<file path="config.mk">
export PLATFORM = sky130hd
export DESIGN_NAME = mfp_ahb_7sd_scanner
export DESIGN_NICKNAME = d
export VERILOG_FILES = /design/src/rtl/mfp_ahb_7sd_scanner.sv
export SDC_FILE = /design/constraint.sdc
export NUM_CORES = 1
export LEC_CHECK = 0
export ABC_AREA = 1
export BUFFER_PORTS_ARGS = -buffer_cell sky130_fd_sc_hd__clkbuf_2
export CORE_MARGIN = 5
export CORE_UTILIZATION = 55
export DETAILED_ROUTE_END_ITERATION = 12
export PLACE_DENSITY = 0.79
export SLEW_MARGIN = 25
export SYNTH_ARGS = -nofsm -noshare
export SYNTH_HDL_FRONTEND = slang
export SYNTH_SLANG_ARGS = --single-unit
export TNS_END_PERCENT = 10
</file>
<file path="constraint.sdc">
create_clock -name clk -period 4.28 [get_ports clk]
set_input_delay 0.856 -clock clk [delete_from_list [all_inputs] [get_ports clk]]
set_output_delay 0.856 -clock clk [all_outputs]
set_load 0.05 [all_outputs]
</file>
<file path="src/rtl/mfp_ahb_7sd_scanner.sv">
// rtl/mfp_ahb_7sd_scanner.sv - eight-digit seven-segment scanner with double-buffered frames
module mfp_ahb_7sd_scanner #(
    parameter int DIGIT_CYCLES = 4096,
    parameter int BLANK_CYCLES = 16
) (
    input  logic        clk,
    input  logic        reset,
    input  logic        load,
    input  logic [39:0] codes_in,
    input  logic [7:0]  dp_in,
    input  logic [7:0]  en_in,
    output logic [7:0]  anode,
    output logic [5:0]  data,
    output logic        frame_done,
    output logic        pend_valid
);

    localparam int MAXC = (DIGIT_CYCLES > BLANK_CYCLES) ? DIGIT_CYCLES : BLANK_CYCLES;
    localparam int CW   = (MAXC > 1) ? $clog2(MAXC) : 1;

    localparam logic [CW-1:0] D_LAST = CW'(DIGIT_CYCLES - 1);
    localparam logic [CW-1:0] B_LAST = CW'((BLANK_CYCLES > 0) ? BLANK_CYCLES - 1 : 0);

    localparam logic [0:0] ST_BLANK = 1'b0;
    localparam logic [0:0] ST_DRIVE = 1'b1;
    // With no dead time the scan starts directly in DRIVE; outputs still come up dark
    // because the active set resets with every digit disabled.
    localparam logic [0:0] ST_RESET = (BLANK_CYCLES > 0) ? ST_BLANK : ST_DRIVE;

    localparam logic [39:0] CODES_OFF = {8{5'd31}};

    logic [0:0]    state, state_n;
    logic [2:0]    idx, idx_n;
    logic [CW-1:0] cnt, cnt_n;

    logic [39:0] act_codes, act_codes_n, pend_codes;
    logic [7:0]  act_dp, act_dp_n, pend_dp;
    logic [7:0]  act_en, act_en_n, pend_en;

    logic        boundary;
    logic [5:0]  base;
    logic [7:0]  anode_n;
    logic [5:0]  data_n;
    logic        frame_done_n;

    always_comb begin
        state_n  = state;
        idx_n    = idx;
        cnt_n    = cnt;
        boundary = (state == ST_DRIVE) && (idx == 3'd7) && (cnt == D_LAST);

        if (state == ST_BLANK) begin
            if (cnt == B_LAST) begin
                state_n = ST_DRIVE;
                cnt_n   = '0;
            end else begin
                cnt_n = cnt + CW'(1);
            end
        end else begin
            if (cnt == D_LAST) begin
                idx_n   = idx + 3'd1;
                cnt_n   = '0;
                state_n = (BLANK_CYCLES > 0) ? ST_BLANK : ST_DRIVE;
            end else begin
                cnt_n = cnt + CW'(1);
            end
        end

        if (boundary && pend_valid) begin
            act_codes_n = pend_codes;
            act_dp_n    = pend_dp;
            act_en_n    = pend_en;
        end else begin
            act_codes_n = act_codes;
            act_dp_n    = act_dp;
            act_en_n    = act_en;
        end

        // Outputs are registered from the next state so they move on the same edge as it.
        base = 6'(idx_n) * 6'd5;
        if (state_n == ST_DRIVE) begin
            anode_n = act_en_n[idx_n] ? ~(8'h01 << idx_n) : 8'hFF;
            data_n  = {act_dp_n[idx_n], act_codes_n[base +: 5]};
        end else begin
            anode_n = 8'hFF;
            data_n  = 6'h3F;
        end
        frame_done_n = (state_n == ST_DRIVE) && (idx_n == 3'd7) && (cnt_n == D_LAST);
    end

    always_ff @(posedge clk) begin
        if (reset) begin
            state      <= ST_RESET;
            idx        <= '0;
            cnt        <= '0;
            act_codes  <= CODES_OFF;
            act_dp     <= 8'hFF;
            act_en     <= 8'h00;
            pend_codes <= CODES_OFF;
            pend_dp    <= 8'hFF;
            pend_en    <= 8'h00;
            pend_valid <= 1'b0;
            anode      <= 8'hFF;
            data       <= 6'h3F;
            frame_done <= 1'b0;
        end else begin
            state      <= state_n;
            idx        <= idx_n;
            cnt        <= cnt_n;
            act_codes  <= act_codes_n;
            act_dp     <= act_dp_n;
            act_en     <= act_en_n;
            if (load) begin
                pend_codes <= codes_in;
                pend_dp    <= dp_in;
                pend_en    <= en_in;
            end
            // A load on the boundary edge refills pending as the old contents move to active.
            pend_valid <= load | (pend_valid & ~boundary);
            anode      <= anode_n;
            data       <= data_n;
            frame_done <= frame_done_n;
        end
    end

endmodule
</file>
==> results.md <==
- After routing, the total negative slack on setup checks comes to 0 ns.
- The source of the worst register-to-register timing path is idx[0].
- The cell chosen for the clock root is clkbuf_8.
- The final instance count without filler cells is 995.
- In this run the number of H-tree levels came out at 4.
- Counting tap cells, the placed design contains a total of 964 instances.
- The number of buffers on the longest clock path is 2.
- The number of gates resized after cts is 0.
- The actual transition at the worst max-transition pin is 0.956 ns.
- The maximum ir drop on the vdd rail is 0.218 mV.
- The highest net fanout along the worst path is 104.
- The fraction of power consumed by combinational cells is 0.040.
- The largest net degree at the start of global routing is 105.
- The chip height is 114 um.
- The net count after synthesis is 855.
- In this run the remaining antenna-violating nets after routing total 0.
- After synthesis, the largest family of logic cells by area is simple AND/OR/NAND/NOR gates.
- Of the total synthesized cell area, the portion taken by AND, OR, NAND and NOR gates is 0.301.
- The share of total power in sequential cells is 0.471.
- The post-CTS repair timing setup buffer count is 0.
- Of the cells placed in the final design, the portion with a size suffix greater than 1 is 0.189.
- In this run the power spent charging and discharging nets is 0.653 mW.
- The part of the Yosys area used for sequential elements is 0.489.
- The launch point of the critical path is idx[0].
- Across the routed clock network, the largest skew measured is 0.00896 ns.
- The starting density of the core is 0.569.
- Of the total synthesized cell area, the portion taken by XOR and XNOR cells is 0.00594.
- The worst hold path begins at pend_codes[24].
- The worst slew slack as a fraction of its limit is 0.363.
- The overall power consumption is 2.98 mW.
- The number of port buffers is 74.
- The routed layout has 5099 vias.
- Dividing the detail-routed wire length by the instance count gives 13.5 um.
- The floorplan step defined a die boundary enclosing 12900 sq um.
- For the worst-skew pair, the clock arrives at the later sink with an insertion delay of 0.53 ns.
- The classification of the worst setup path is register to register.
- Setup violations remaining at the end of the flow were counted as 0.
- The clock share of power is 0.489.
- The max-slew violation count was 0.
- In the routed design, unresolved DRC markers number 0.
- The post-DP HPWL is 9050 um.
- After synthesis, the share of flip-flops with an asynchronous set or reset is 0.
- In this run the horizontal extent of the chip is 114 um.
- In the finished design, the share of the clock period the worst path needs comes to 0.645.
- The first routing iteration left 427 violations.
- The worst setup path is captured at a register.
- The adder and majority gate portion of the synthesized area is 0.00636.
- The count of different cell masters after synthesis is 30.
- Max-cap violations in this run came to 0.
- The number of failing hold endpoints at the final stage is 0.
- In this run, synthesis inferred 0 flip-flops with an integrated enable.
- In this run the power density over the cells is 437 nW/um^2.
- The TritonCTS clock tree is built.
- The floorplan has 37 rows.
- The netlist area before placement is 5900 sq um.
- The most common cell after layout, fill and taps aside is nand2_1.
- For this design, the CTS-stage hold fixing added 0 buffers.
- The min-delay analysis places its worst path in the category register to register.
- Of the total power, the share spent switching nets is 0.219.
- The total area inside the core boundary comes to 10400 sq um.
- The final hold slack is 0.459 ns.
- For this run, the total global-route usage over all layers was measured as 0.215.
- Summed over all layers, the routed wires come to 13400 um.
- The final critical path time including I/O delays and setup is 2.76 ns.
- Dividing the synthesized area by the synthesized cell count gives 7.44 sq um.
- The internal power of the cells totals 2.33 mW.
- Derived from the worst setup path, the maximum achievable clock frequency is 362 MHz.
- The arrival time of data at the critical path endpoint is 3.15 ns.
- Counting flops and latches in the post-synthesis netlist gives 144.
- The number of global-route vias before repair is 4944.
- The number of primary I/O pins is 75.
- The run finished with clean final reports.
- The worst setup path is launched from a register.
- The share of cell area taken by muxes after synthesis is 0.
- Routability-driven placement finished with a final weighted congestion of 0.865.
- The total of warnings raised by yosys is 0.
- The number of clock sinks seen by CTS is 144.
- Setup repair after global routing left no endpoint under its margin.
- The net total in the final layout is 909.
- The first global-routing pass estimated 22500 um of wire.
- The clock-pin slew reported for the worst setup and hold paths after clock tree synthesis is 0.06 ns.
- The area growth from synthesis to final layout is 15.5%.
- Before antenna repair, the detailed router went through 5 iterations.
- Leaving out fill and tap cells, the most frequent cells in the layout are nand2_1, dfxtp_1, nor2_1, clkbuf_2, inv_1.
- 0 antenna diodes ended up in the layout.
- The area fraction in compound gates after synthesis was 0.106.
- Using the TritonRoute via totals, the vias-per-cell ratio works out to 5.12.
- The initial antenna violation count is 0.
- In the synthesized netlist the dominant register cell turns out to be dfxtp_1.
- The aggregate global routing overflow is 0.
- The leakage power total is 3.42 nW.
- The worst endpoint required time is 4.66 ns.
- Counting the buffers created by CTS gives 17.
- Synthesis handed over a netlist of 793 instances.
[area by class of cell]
class | count | area [sq um]
Timing Repair Buffer | 79 | 408
Fill cell | 887 | 3560
Clock inverter | 13 | 163
Clock buffer | 18 | 428
Inverter | 76 | 285
Multi-Input combinational cell | 529 | 2480
Tap cell | 136 | 170
Sequential cell | 144 | 2880
[worst paths after layout]
path	endpoint	slack, ns	cells after the start
setup / recovery	anode[6]	1.52	13
hold / removal	pend_codes[24]	0.46	2
setup reg to reg	anode[6]	1.52	13
hold reg to reg	pend_codes[24]	0.46	2
[cells by family after synthesis]
family	count (synthesis)
DFF	144
buffers and inverters	120
AOI/OAI and AO/OA	120
adders and majority gates	3
xor gates and xnor gates	4
and+or+nand+nor	402
[power by group through the flow]
stage	sequential (mW)	combinational (mW)	clock, mW
6_report	1.40	0.119	1.46
2_1_floorplan	1.42	0.0754	0
3_3_place_gp	1.43	0.116	0
4_1_cts	1.40	0.121	1.48
5_1_grt	1.41	0.138	1.54
3_5_place_dp	1.43	0.120	0
[flip-flops by register name, indices dropped and copies added (netlist names), 3 cells and up]
| register | count |
|---|---|
| data | 6 |
| pend_en | 8 |
| idx | 3 |
| act_dp | 8 |
| cnt | 12 |
| anode | 8 |
| pend_dp | 8 |
| pend_codes | 40 |
| act_codes | 40 |
| act_en | 8 |
[critical path: stages, from the launching register on]
cell,delay (ns)
dfxtp_1,0.34
ha_1,0.22
ha_1,0.18
nand2_1,0.09
inv_2,0.09
nand3_4,0.08
buf_4,0.68
nand2_1,0.17
nand2_1,0.12
nor2_1,0.06
nor2_1,0.17
nand2_2,0.10
nor2_2,0.13
nand4_1,0.10
[layer usage]
| metal | vias to the layer above | global-route usage | wire length [um] |
|---|---|---|---|
| met1 | 2312 | 0.283 | 6260 |
| met4 | 0 | 0.0938 | 263 |
| met5 | - | 0 | 0 |
| li1 | 2624 | - | - |
| met2 | 138 | 0.335 | 6120 |
| met3 | 25 | 0.0531 | 747 |
[Yosys cell counts (3+ instances only)]
| library cell | instances | area share |
|---|---|---|
| nand2_1 | 198 | 0.13 |
| dfxtp_1 | 144 | 0.49 |
| nor2_1 | 85 | 0.054 |
| inv_1 | 70 | 0.045 |
| o21ai_0 | 56 | 0.048 |
| nand3_1 | 52 | 0.044 |
| a21oi_1 | 41 | 0.035 |
| clkbuf_1 | 25 | 0.016 |
| or2_2 | 24 | 0.025 |
| nand4_1 | 16 | 0.017 |
| o21ai_1 | 16 | 0.014 |
| buf_6 | 10 | 0.019 |
| buf_2 | 8 | 0.0068 |
| nand2_2 | 7 | 0.0074 |
| o21ai_2 | 7 | 0.010 |
| nor2_2 | 5 | 0.0053 |
| nor3_1 | 4 | 0.0034 |
| nor4_1 | 4 | 0.0042 |
| xor2_1 | 4 | 0.0059 |
| clkinv_1 | 3 | 0.0019 |
| ha_1 | 3 | 0.0064 |
| inv_2 | 3 | 0.0019 |
[stage by stage]
stage	worst slack, ns	area (sq um)	utilization
after detailed placement	1.64	6220	0.600
after global routing	1.33	6810	0.657
final	1.52	6810	0.657
after CTS	1.52	6810	0.657
after global placement	1.77	6220	0.600
after floorplan	2.40	5900	-
No activity file was read; power rests on OpenSTA's default activity.
